`config.mk`:
```
export PLATFORM = sky130hd
export DESIGN_NAME = pad_encoder8
export DESIGN_NICKNAME = d
export VERILOG_FILES = /design/src/rtl/pad_pkg.sv /design/src/rtl/pad_sync2.sv /design/src/rtl/pad_encoder8.sv
export SDC_FILE = /design/constraint.sdc
export NUM_CORES = 1
export LEC_CHECK = 0
export CAP_MARGIN = 25
export CELL_PAD_IN_SITES_DETAIL_PLACEMENT = 0
export CELL_PAD_IN_SITES_GLOBAL_PLACEMENT = 1
export CORE_MARGIN = 8
export CORE_UTILIZATION = 35
export CTS_BUF_LIST = sky130_fd_sc_hd__clkbuf_2 sky130_fd_sc_hd__clkbuf_4 sky130_fd_sc_hd__clkbuf_8
export CTS_CLUSTER_DIAMETER = 60
export DETAILED_ROUTE_END_ITERATION = 6
export DONT_BUFFER_PORTS = 1
export PLACE_DENSITY = 0.58
export SKIP_LAST_GASP = 1
export SYNTH_ARGS = -nofsm -noshare
export SYNTH_HDL_FRONTEND = slang
export SYNTH_SLANG_ARGS = --single-unit
```
`constraint.sdc`:
```
create_clock -name clk -period 5.5 [get_ports clk]
set_input_delay 0.825 -clock clk [delete_from_list [all_inputs] [get_ports clk]]
set_output_delay 0.825 -clock clk [all_outputs]
set_load 0.01 [all_outputs]
```
`src/rtl/pad_pkg.sv`:
```
// -----------------------------------------------------------------------------
// pad_pkg
// Shared definitions for the pad matrix encoder.
//   state_t        : encoder FSM states (2-bit encoding)
//   NUM_PADS       : number of pad key lines
//   CODE_W         : width of the encoded key index
//   DB_CYCLES_DEF  : default debounce length in clock cycles
// -----------------------------------------------------------------------------
package pad_pkg;

    localparam int NUM_PADS      = 8;
    localparam int CODE_W        = 3;
    localparam int DB_CYCLES_DEF = 4;

    typedef enum logic [1:0] {
        IDLE     = 2'd0,
        DEBOUNCE = 2'd1,
        EMIT     = 2'd2,
        RELEASE  = 2'd3
    } state_t;

endpackage : pad_pkg

```
`src/rtl/pad_sync2.sv`:
```
// -----------------------------------------------------------------------------
// pad_sync2
// Two-flop synchronizer, one independent chain per bit.
//   clk    : destination clock
//   rst    : asynchronous active-high reset, clears both stages to 0
//   d_i    : asynchronous input lines
//   q_o    : synchronized lines (second stage)
// -----------------------------------------------------------------------------
module pad_sync2 #(
    parameter int WIDTH = 8
) (
    input  logic             clk,
    input  logic             rst,
    input  logic [WIDTH-1:0] d_i,
    output logic [WIDTH-1:0] q_o
);

    logic [WIDTH-1:0] meta_q;
    logic [WIDTH-1:0] sync_q;

    // Each line is an unrelated asynchronous source, so each gets its own
    // chain; no attempt is made to keep bits coherent with each other.
    genvar gi;
    generate
        for (gi = 0; gi < WIDTH; gi++) begin : g_bit
            always_ff @(posedge clk or posedge rst) begin
                if (rst) begin
                    meta_q[gi] <= 1'b0;
                    sync_q[gi] <= 1'b0;
                end else begin
                    meta_q[gi] <= d_i[gi];
                    sync_q[gi] <= meta_q[gi];
                end
            end
        end
    endgenerate

    assign q_o = sync_q;

endmodule : pad_sync2

```
`src/rtl/pad_encoder8.sv`:
```
// -----------------------------------------------------------------------------
// pad_encoder8
// 8-to-3 pad encoder: synchronizes and debounces eight key lines and emits
// one 3-bit code per press over a valid/ready handshake, then waits for all
// keys to be released (and debounced) before accepting another press.
//   clk         : system clock, rising edge
//   rst         : asynchronous active-high reset
//   D1..D8      : raw active-high key lines (D1 -> code 0, D8 -> code 7)
//   Dout        : encoded key index (lowest pressed line wins)
//   Dout_valid  : Dout holds a new press
//   Dout_ready  : consumer accepts Dout
//   Dout_multi  : more than one key was down in the accepted snapshot
//   busy        : FSM is not idle
// -----------------------------------------------------------------------------
module pad_encoder8
    import pad_pkg::*;
#(
    parameter int DB_CYCLES = DB_CYCLES_DEF,
    parameter int CNT_W     = 16
) (
    input  logic              clk,
    input  logic              rst,
    input  logic              D1,
    input  logic              D2,
    input  logic              D3,
    input  logic              D4,
    input  logic              D5,
    input  logic              D6,
    input  logic              D7,
    input  logic              D8,
    output logic [CODE_W-1:0] Dout,
    output logic              Dout_valid,
    input  logic              Dout_ready,
    output logic              Dout_multi,
    output logic              busy
);

    localparam logic [CNT_W-1:0] CNT_LAST = CNT_W'(DB_CYCLES - 1);

    // Index of the lowest set bit; scanning downward lets the lowest win.
    function automatic logic [CODE_W-1:0] enc(input logic [NUM_PADS-1:0] x);
        logic [CODE_W-1:0] r;
        r = '0;
        for (int i = NUM_PADS - 1; i >= 0; i--) begin
            if (x[i]) r = CODE_W'(i);
        end
        return r;
    endfunction

    // popcount(x) > 1 is equivalent to x having a set bit besides its lowest.
    function automatic logic multi(input logic [NUM_PADS-1:0] x);
        return (x & (x - NUM_PADS'(1))) != '0;
    endfunction

    logic [NUM_PADS-1:0] keys_raw;
    logic [NUM_PADS-1:0] keys_s;

    assign keys_raw = {D8, D7, D6, D5, D4, D3, D2, D1};

    pad_sync2 #(
        .WIDTH (NUM_PADS)
    ) u_sync (
        .clk (clk),
        .rst (rst),
        .d_i (keys_raw),
        .q_o (keys_s)
    );

    state_t              state_q, state_d;
    logic [NUM_PADS-1:0] snap_q,  snap_d;
    logic [CNT_W-1:0]    cnt_q,   cnt_d;
    logic [CODE_W-1:0]   dout_q,  dout_d;
    logic                multi_q, multi_d;
    logic                valid_q, valid_d;

    always_ff @(posedge clk or posedge rst) begin
        if (rst) begin
            state_q <= IDLE;
            snap_q  <= '0;
            cnt_q   <= '0;
            dout_q  <= '0;
            multi_q <= 1'b0;
            valid_q <= 1'b0;
        end else begin
            state_q <= state_d;
            snap_q  <= snap_d;
            cnt_q   <= cnt_d;
            dout_q  <= dout_d;
            multi_q <= multi_d;
            valid_q <= valid_d;
        end
    end

    always_comb begin
        state_d = state_q;
        snap_d  = snap_q;
        cnt_d   = cnt_q;
        dout_d  = dout_q;
        multi_d = multi_q;
        valid_d = valid_q;

        unique case (state_q)
            IDLE: begin
                if (keys_s != '0) begin
                    state_d = DEBOUNCE;
                    snap_d  = keys_s;
                    cnt_d   = '0;
                end
            end

            DEBOUNCE: begin
                if (keys_s == '0) begin
                    // Released before it settled: treat as a glitch.
                    state_d = IDLE;
                end else if (keys_s != snap_q) begin
                    // Key set still changing; restart the stability window.
                    snap_d = keys_s;
                    cnt_d  = '0;
                end else if (cnt_q == CNT_LAST) begin
                    dout_d  = enc(snap_q);
                    multi_d = multi(snap_q);
                    valid_d = 1'b1;
                    state_d = EMIT;
                end else begin
                    cnt_d = cnt_q + CNT_W'(1);
                end
            end

            EMIT: begin
                // Outputs frozen until the consumer takes the code.
                if (valid_q && Dout_ready) begin
                    valid_d = 1'b0;
                    cnt_d   = '0;
                    state_d = RELEASE;
                end
            end

            RELEASE: begin
                if (keys_s != '0) begin
                    cnt_d = '0;
                end else if (cnt_q == CNT_LAST) begin
                    state_d = IDLE;
                end else begin
                    cnt_d = cnt_q + CNT_W'(1);
                end
            end

            default: begin
                state_d = IDLE;
            end
        endcase
    end

    assign Dout       = dout_q;
    assign Dout_multi = multi_q;
    assign Dout_valid = valid_q;
    assign busy       = (state_q != IDLE);

endmodule : pad_encoder8

```
==> flow_metrics.py, run 1 <==
metrics = {
    "run_status": {
        "status": "finished clean",
    },
    "timing": {
        "clock_skew_ns": 0.006414,
        "min_period_over_period": 0.4228,
        "whs_ns": 0.2697,
        "setup_slack_ns": 3.174,
        "worstMarginPinSlew_ns": 0.6983,
        "period_needed_ns": 2.326,
        "grt_setup_unrepaired": "false",
        "finalSetupViolCount": 0,
        "fmax_mhz": 430.0,
        "slew_headroom": 0.5345,
        "fin_tns_setup_ns": 0,
        "hold_viol": 0,
        "slew_violations": 0,
    },
    "synth": {
        "syn_inst": 203,
        "postSynth.asyncResetShare": 1.000,
        "yosysUniqueCellTypes": 46,
        "ys_ff_latch": 47,
        "yosys_warnings": 0,
        "synth_edf_count": 0,
        "synth_area_leaders": "dfrtp_1 (51%), mux2_4 (5.2%), xor2_1 (4.2%), nor2_1 (3.4%), xnor2_1 (3.1%)",
        "syn_area_per_cell_um2": 11.31,
        "synth_area_um2": 2296,
        "yosysSeqAreaShare": 0.5123,
        "synth_top_area_cell": "dfrtp_1",
        "syn_nets": 215,
        "synth_top_area_share": 0.5123,
        "synth_most_common_cell": "dfrtp_1",
        "synth_commonest_cells": "dfrtp_1 (47), nor2_1 (21), xor2_1 (11), a21oi_1 (10), nor3_1 (9)",
        "ys.flop_type": "dfrtp_1",
    },
    "die": {
        "rows": 29,
        "die_y_um": 96.99,
        "die_area_um2": 9407,
        "core-area_um2": 6350,
        "start_util": 0.3616,
        "ios": 17,
        "die_width_um": 96.99,
    },
    "grt": {
        "antenna_found_initial": 0,
        "track_usage": 0.09742,
        "gr-total-overflow": 0,
        "grt_start_max_net_pins": 48,
        "grt_first_pass_wirelength_um": 7714,
        "grt_pass1_vias": 1567,
    },
    "detailed_routing": {
        "drt-pass1-iter-count": 6,
        "ant_nets": 0,
        "vias_per_cell": 5.566,
        "routed_wl_um": 4405,
        "vias": 1564,
        "wl_per_cell_um": 15.68,
        "drc_errors": 0,
        "drt_iter0_drc": 139,
    },
    "pwr": {
        "powerDensity_nw_per_um2": 256.2,
        "power_leakage_nw": 0.9756,
        "peakVddDrop_mv": 0.1188,
        "finalPower_uw": 625.5,
    },
    "place": {
        "gp_congestion": 0.7638,
        "dp_slack_ns": 3.196,
        "dp.cells": 272,
        "place_hpwl_um": 3178,
        "port_buffers": 0,
    },
    "critical_path": {
        "cp-start-kind": "flop",
        "arrival_ns": 2.52,
        "cp.required_ns": 5.70,
        "endpoint_kind": "flop",
        "cp_max_fo": 6,
        "crit_type": "flop to flop",
    },
    "cells_and_area": {
        "drive_above_1_share": 0.1373,
        "fin_cells": 281,
        "n_antenna_cell": 0,
        "nets": 215,
        "syn_to_final_growth_pct": 6.321,
    },
    "hold_path": {
        "hp-class": "input port to asynchronous set/reset pin",
    },
    "clock_tree": {
        "postCtsSetupBuffers": 0,
        "ctsHoldBuffers": 0,
        "clkLatencyLatePin_ns": 0.31,
        "clk_pin_slew_ns": 0.10,
        "cts_tree": "built",
        "cts_buffer_depth": 2,
        "cts_buffers": 5,
        "numClockSinks": 47,
        "cts_resized": 0,
        "h-tree-depth": 2,
        "cts_root_buffer": "clkbuf_8",
    },
    "job": {
        "cap_viol_max_count": 0,
    },
}
-- power by group --
group / internal, mW / total [mW] / leakage, nW / switching, mW
Combinational: 0.0132 / 0.0283 / 0.327 / 0.0151
Clock: 0.0976 / 0.230 / 0.0526 / 0.132
Sequential: 0.355 / 0.367 / 0.596 / 0.0128
Total: 0.465 / 0.625 / 0.976 / 0.160
-- worst max-delay path, stage by stage (launching register included) --
cell     delay, ns
dfrtp_1       0.45
ha_1          0.32
nor4b_1       0.31
and4_1        0.32
nand3_1       0.09
nor2_1        0.34
mux2_2        0.39
-- sequential cells by signal (all words and copies together) (netlist names), named ones only --
name           count
cnt_q             16
Dout_valid         1
state_q            1
Dout_multi         1
u_sync.meta_q      8
u_sync.q_o         8
snap_q             8
Dout               3
-- kinds of logic after synthesis --
group	synth area share
and+or+nand+nor	0.1935
DFF	0.5123
AOI/OAI and AO/OA	0.09046
xor gates and xnor gates	0.07957
muxes	0.07630
buffers and inverters	0.04251
adders and majority gates	0.005449
-- metrics by stage --
step	cell area, um^2	utilization
CTS	2421	0.3813
global route	2441	0.3844
finish	2441	0.3844
floorplan	2296	-
detailed placement	2321	0.3655
global placement	2321	0.3655
-- final timing paths --
kind	slack [ns]	depth (start not counted)	to	startpoint
setup reg to reg	3.17	6	Dout_multi$_DFFE_PP0P_	cnt_q[0]$_DFFE_PP0P_
min in group clk	0.36	0	u_sync.q_o[4]$_DFF_PP0_	u_sync.meta_q[4]$_DFF_PP0_
max in group asynchronous	4.79	2	cnt_q[14]$_DFFE_PP0P_	rst
hold reg to reg	0.36	0	u_sync.q_o[4]$_DFF_PP0_	u_sync.meta_q[4]$_DFF_PP0_
setup / recovery	3.17	6	Dout_multi$_DFFE_PP0P_	cnt_q[0]$_DFFE_PP0P_
hold / removal	0.27	1	u_sync.meta_q[1]$_DFF_PP0_	rst
-- cells in the final DEF (no fill, tap or decap), drive strengths merged, types with 2 or more instances in the layout --
cell type   n
nand4       5
and4        3
clkbuf      5
nand2       9
xnor2       8
nor4b       3
dfrtp      47
o22a        2
a31oi       2
inv        10
or4         4
nor3       10
nand2b      2
xor2       12
mux2       12
nor2       21
nor4        9
o22ai       2
o31a        2
o21a        2
nand3       6
a21oi      10
-- metal layers --
| layer | global-route usage | vias to the layer above | part of all wire |
|---|---|---|---|
| met1 | 0.1308 | 776 | 0.49 |
| met3 | 0.02916 | 6 | 0.059 |
| met4 | 0.02840 | 0 | 0.010 |
| met5 | 0 | - | 0 |
| li1 | - | 736 | - |
| met2 | 0.1464 | 46 | 0.44 |
-- area by class of cell --
cell class,count,area (um^2)
Clock buffer,5,68.82
Clock inverter,3,31.28
Fill cell,609,3909
Inverter,7,26.28
Multi-Input combinational cell,141,1022
Sequential cell,47,1176
Tap cell,77,96.34
Timing Repair Buffer,1,20.02
Power figures use the tool's default switching activity.
==> inputs of run 2 (changes only) <==
==> constraint.sdc (replaced) <==
create_clock -name clk -period 2.3 [get_ports clk]
set_input_delay 0.345 -clock clk [delete_from_list [all_inputs] [get_ports clk]]
set_output_delay 0.345 -clock clk [all_outputs]
set_load 0.01 [all_outputs]
==> run 2 against run 1 <==
Sequential share of layout area decreased by 0.92 points. Wire length rose by 3.3%. Critical endpoint is now Dout[1]$_DFFE_PP0P_. Total power grew 140%. Non-clock buffer count increased by 8. Clock skew about the same. Design area increased by 1.9%. Sequential power up 140%. Hold slack got worse by 0.21 ns. Utilization rose by 0.75 points. Largest cell class unchanged. Critical path depth stayed put. Via count down 0.13%.
==> flow_metrics.py, run 2 (synthesis gave the netlist of run 1 again) <==
metrics = {
    "critical_path": {
        "crit_path_start": "cnt_q[0]$_DFFE_PP0P_",
        "cp_max_fo": 6,
        "crit_path_end": "Dout[1]$_DFFE_PP0P_",
        "reg2reg_to": "Dout[1]$_DFFE_PP0P_",
        "crit_type": "flop to flop",
        "cp.required_ns": 2.50,
        "cp-start-kind": "flop",
        "arrival_ns": 2.29,
        "r2r_setup_slack_ns": 0.21,
        "r2r_start": "cnt_q[0]$_DFFE_PP0P_",
        "endpoint_kind": "flop",
        "reg2reg_depth": 6,
    },
    "die": {
        "ios": 17,
        "die_area_um2": 9407,
        "die_y_um": 96.99,
        "core-area_um2": 6350,
        "rows": 29,
        "start_util": 0.3616,
        "die_width_um": 96.99,
    },
    "pwr": {
        "peakVddDrop_mv": 0.3861,
        "powerDensity_nw_per_um2": 596.8,
        "finalPower_mw": 1.485,
        "power_leakage_nw": 1.008,
    },
    "cells_and_area": {
        "largest_reg_flops": 16,
        "final_common_cell": "dfrtp_1",
        "n_antenna_cell": 0,
        "n_fill_cell": 604,
        "largest-register": "cnt_q",
        "drive_above_1_share": 0.1745,
        "nets": 223,
        "layout_common_cells": "dfrtp_1 (47), nor2_1 (20), xor2_1 (11), a21oi_1 (10)",
        "syn_to_final_growth_pct": 8.393,
    },
    "grt": {
        "antenna_found_initial": 0,
        "grt_first_pass_wirelength_um": 8169,
        "grt_start_max_net_pins": 48,
        "gr-total-overflow": 0,
        "grt_pass1_vias": 1651,
        "track_usage": 0.1034,
    },
    "clock_tree": {
        "numClockSinks": 47,
        "h-tree-depth": 2,
        "ctsHoldBuffers": 0,
        "clkLatencyLatePin_ns": 0.30,
        "clk_pin_slew_ns": 0.10,
        "cts_buffer_depth": 2,
        "cts_tree": "built",
        "cts_root_buffer": "clkbuf_8",
        "cts_buffers": 5,
    },
    "timing": {
        "clock_skew_ns": 0.006512,
        "fmax_mhz": 477.9,
        "slew_violations": 0,
        "period_needed_ns": 2.093,
        "min_period_over_period": 0.9098,
        "fin_tns_setup_ns": 0,
        "hold_viol": 0,
        "worstMarginPinSlew_ns": 0.8071,
        "slew_headroom": 0.4620,
        "finalSetupViolCount": 0,
        "grt_setup_unrepaired": "false",
    },
    "hold_path": {
        "hp-class": "input port to asynchronous set/reset pin",
    },
    "detailed_routing": {
        "drt-pass1-iter-count": 4,
        "drc_errors": 0,
        "ant_nets": 0,
        "vias_per_cell": 5.405,
        "routed_wl_um": 4551,
        "drt_iter0_drc": 69,
        "wl_per_cell_um": 15.75,
        "vias": 1562,
    },
    "place": {
        "place_hpwl_um": 3379,
        "port_buffers": 0,
        "gp_congestion": 0.8048,
    },
    "job": {
        "cap_viol_max_count": 0,
    },
    "run_status": {
        "status": "finished clean",
    },
}
==> run 2: worst min-delay path by stage <==
stage,start,end,slack [ns],cells after the start
after floorplan,u_sync.meta_q[0]$_DFF_PP0_,u_sync.q_o[0]$_DFF_PP0_,0.33,0
after global placement,u_sync.meta_q[7]$_DFF_PP0_,u_sync.q_o[7]$_DFF_PP0_,0.34,0
after detailed placement,u_sync.meta_q[0]$_DFF_PP0_,u_sync.q_o[0]$_DFF_PP0_,0.34,0
after CTS,D7,u_sync.meta_q[6]$_DFF_PP0_,0.05,0
after global routing,D8,u_sync.meta_q[7]$_DFF_PP0_,0.03,0
final,rst,u_sync.meta_q[0]$_DFF_PP0_,0.06,2
==> run 2: through the flow <==
step             util  worst slack [ns]  instances  cell area (um^2)  hold WS, ns
2_1_floorplan       -            0.4067        203              2296       0.3312
3_3_place_gp   0.3762            0.2522        281              2389       0.3352
3_5_place_dp   0.3762            0.1036        281              2389       0.3386
4_1_cts        0.3915            0.1172        289              2486      0.04825
5_1_grt        0.3919           0.05701        289              2489      0.02593
6_report       0.3919            0.2074        289              2489      0.06069
==> run 2: worst max-delay path, stage by stage (launching register included) <==
cell and delay, ns:
dfrtp_1 0.44, ha_1 0.30, nor4b_1 0.25, and4_1 0.28, nand3_1 0.11, nor2_2 0.24
mux2_2 0.37
==> run 2: metal layers <==
metal,GRT usage,vias up,share of wire
li1,-,757,-
met1,0.1391,773,0.51
met2,0.1573,27,0.44
met3,0.02987,5,0.040
met4,0.02604,0,0.0092
met5,0,-,0
==> run 2: repair_timing <==
action / CTS / global route
endpoints found under the setup margin: 0 / 4
resized for setup: 0 / 1
setup buffers: 0 / 0
==> run 2: area by class of cell <==
class                   count  area, um^2  area share
well taps                  77       96.34     0.03871
flip-flops and latches     47        1176      0.4726
clock buffers               5       68.82     0.02765
repair buffers              9       67.56     0.02715
inverters                   7       26.28     0.01056
multi-input cells         141        1025      0.4118
clock inverters             3       28.78     0.01156
==> run 2: power by group <==
part           internal, mW  switching [mW]  total, mW
Clock                 0.230           0.304      0.533
Combinational        0.0360          0.0457     0.0818
Sequential            0.848          0.0226      0.870
Total                  1.11           0.372       1.49
==> inputs of run 3 (changes only) <==
--- a/config.mk
+++ b/config.mk
@@ -14,7 +14,9 @@
 export CTS_CLUSTER_DIAMETER = 60
 export DETAILED_ROUTE_END_ITERATION = 6
 export DONT_BUFFER_PORTS = 1
-export PLACE_DENSITY = 0.58
+export MAX_ROUTING_LAYER = met4
+export PLACE_DENSITY_LB_ADDON = 0.3
+export RECOVER_POWER = 50
 export SKIP_LAST_GASP = 1
 export SYNTH_ARGS = -nofsm -noshare
 export SYNTH_HDL_FRONTEND = slang
==> run 3 against run 2 <==
Clock skew rose by 0.0011 ns. Clock power shrank 2%. Sequential share of layout area shrank 0.45 points.
==> flow_metrics.py, run 3 (synthesis gave the netlist of run 1 again) <==
metrics = {
    "run_status": {
        "status": "finished clean",
    },
    "critical_path": {
        "cp.required_ns": 2.50,
        "reg2reg_to": "snap_q[3]$_DFFE_PP0P_",
        "crit_path_end": "snap_q[3]$_DFFE_PP0P_",
        "endpoint_kind": "flop",
        "cp-start-kind": "flop",
        "crit_type": "flop to flop",
        "r2r_start": "snap_q[3]$_DFFE_PP0P_",
        "cp_max_fo": 8,
        "reg2reg_depth": 5,
        "arrival_ns": 2.23,
        "crit_path_start": "snap_q[3]$_DFFE_PP0P_",
        "r2r_setup_slack_ns": 0.27,
    },
    "place": {
        "dpl_cell_area_um2": 2419,
        "place_hpwl_um": 3309,
        "dp_slack_ns": 0.2422,
        "port_buffers": 0,
        "gp_congestion": 0.7939,
    },
    "detailed_routing": {
        "drt_iter0_drc": 80,
        "vias": 1549,
        "drt-pass1-iter-count": 4,
        "ant_nets": 0,
        "vias_per_cell": 5.287,
        "wl_per_cell_um": 15.35,
        "drc_errors": 0,
        "routed_wl_um": 4497,
    },
    "pwr": {
        "finalPower_mw": 1.473,
        "power_leakage_nw": 1.024,
        "peakVddDrop_mv": 0.2824,
        "powerDensity_nw_per_um2": 586.5,
    },
    "timing": {
        "hold_viol": 0,
        "worstMarginPinSlew_ns": 1.125,
        "whs_ns": 0.06298,
        "slew_headroom": 0.2498,
        "fmax_mhz": 492.4,
        "min_period_over_period": 0.8829,
        "finalSetupViolCount": 0,
        "grt_setup_unrepaired": "false",
        "period_needed_ns": 2.031,
        "fin_tns_setup_ns": 0,
        "slew_violations": 0,
        "clock_skew_ns": 0.007603,
        "setup_slack_ns": 0.2693,
    },
    "grt": {
        "grt_first_pass_wirelength_um": 7728,
        "antenna_found_initial": 0,
        "grt_pass1_vias": 1513,
        "grt_start_max_net_pins": 48,
        "gr-total-overflow": 0,
        "track_usage": 0.1022,
    },
    "clock_tree": {
        "cts_buffer_depth": 2,
        "clk_pin_slew_ns": 0.10,
        "cts_root_buffer": "clkbuf_8",
        "cts_tree": "built",
        "h-tree-depth": 2,
        "numClockSinks": 47,
        "clkLatencyLatePin_ns": 0.30,
        "ctsHoldBuffers": 0,
        "cts_buffers": 5,
    },
    "job": {
        "cap_viol_max_count": 0,
    },
    "cells_and_area": {
        "layout_common_cells": "dfrtp_1 (47), nor2_1 (20), buf_4 (12), xor2_1 (11), a21oi_1 (10)",
        "nets": 227,
        "syn_to_final_growth_pct": 9.428,
        "n_antenna_cell": 0,
        "n_fill_cell": 623,
        "largest-register": "cnt_q",
        "stdcell_area_um2": 2512,
        "drive_above_1_share": 0.1852,
        "largest_reg_flops": 16,
        "final_common_cell": "dfrtp_1",
    },
    "die": {
        "die_area_um2": 9407,
        "rows": 29,
        "core-area_um2": 6350,
        "die_width_um": 96.99,
        "die_y_um": 96.99,
        "start_util": 0.3616,
        "ios": 17,
    },
    "hold_path": {
        "hp-class": "input port to flop",
    },
}
-- run 3: stage by stage --
step,instances,utilization
after floorplan,203,-
after global placement,285,0.3809
after detailed placement,285,0.3809
after CTS,293,0.3957
after global routing,293,0.3957
final,293,0.3957
-- run 3: area by class of cell --
cell class              instances  area (um^2)  area share
multi-input cells             141         1025      0.4079
repair buffers                 13        95.09     0.03785
clock buffers                   5        68.82     0.02739
flip-flops and latches         47         1176      0.4681
well taps                      77        96.34     0.03835
inverters                       7        26.28     0.01046
clock inverters                 3        25.02    0.009960
-- run 3: per-layer routing --
layer  GRT usage  vias to the layer above  routed length, um
met5           -                        -                  0
met4     0.03905                        0                 71
met3     0.02560                        7                151
met2      0.1401                       28               1955
met1      0.1398                      751               2318
li1            -                      763                  -
-- run 3: worst min-delay path by stage --
stage,start,cells after the start,slack (ns),end
final,D5,0,0.06,u_sync.meta_q[4]$_DFF_PP0_
after global routing,D5,0,0.04,u_sync.meta_q[4]$_DFF_PP0_
after CTS,D5,0,0.05,u_sync.meta_q[4]$_DFF_PP0_
after detailed placement,u_sync.meta_q[0]$_DFF_PP0_,0,0.33,u_sync.q_o[0]$_DFF_PP0_
after global placement,u_sync.meta_q[7]$_DFF_PP0_,0,0.33,u_sync.q_o[7]$_DFF_PP0_
after floorplan,u_sync.meta_q[0]$_DFF_PP0_,0,0.33,u_sync.q_o[0]$_DFF_PP0_
-- run 3: repair_timing --
action | in CTS | in global routing
buffers inserted | 0 | 0
resized for setup | 0 | 1
endpoints found under the setup margin | 0 | 4
-- run 3: power breakdown --
part / switching, mW / internal, mW
sequential: 0.0198 / 0.848
clock: 0.299 / 0.222
combinational: 0.0476 / 0.0373
total: 0.367 / 1.11
-- run 3: worst max-delay path: stages, from the launching register on --
cell and delay, ns:
dfrtp_1 0.46, xor2_1 0.20, nor4_2 0.36, nand2_2 0.16, o21a_1 0.38, mux2_4 0.37
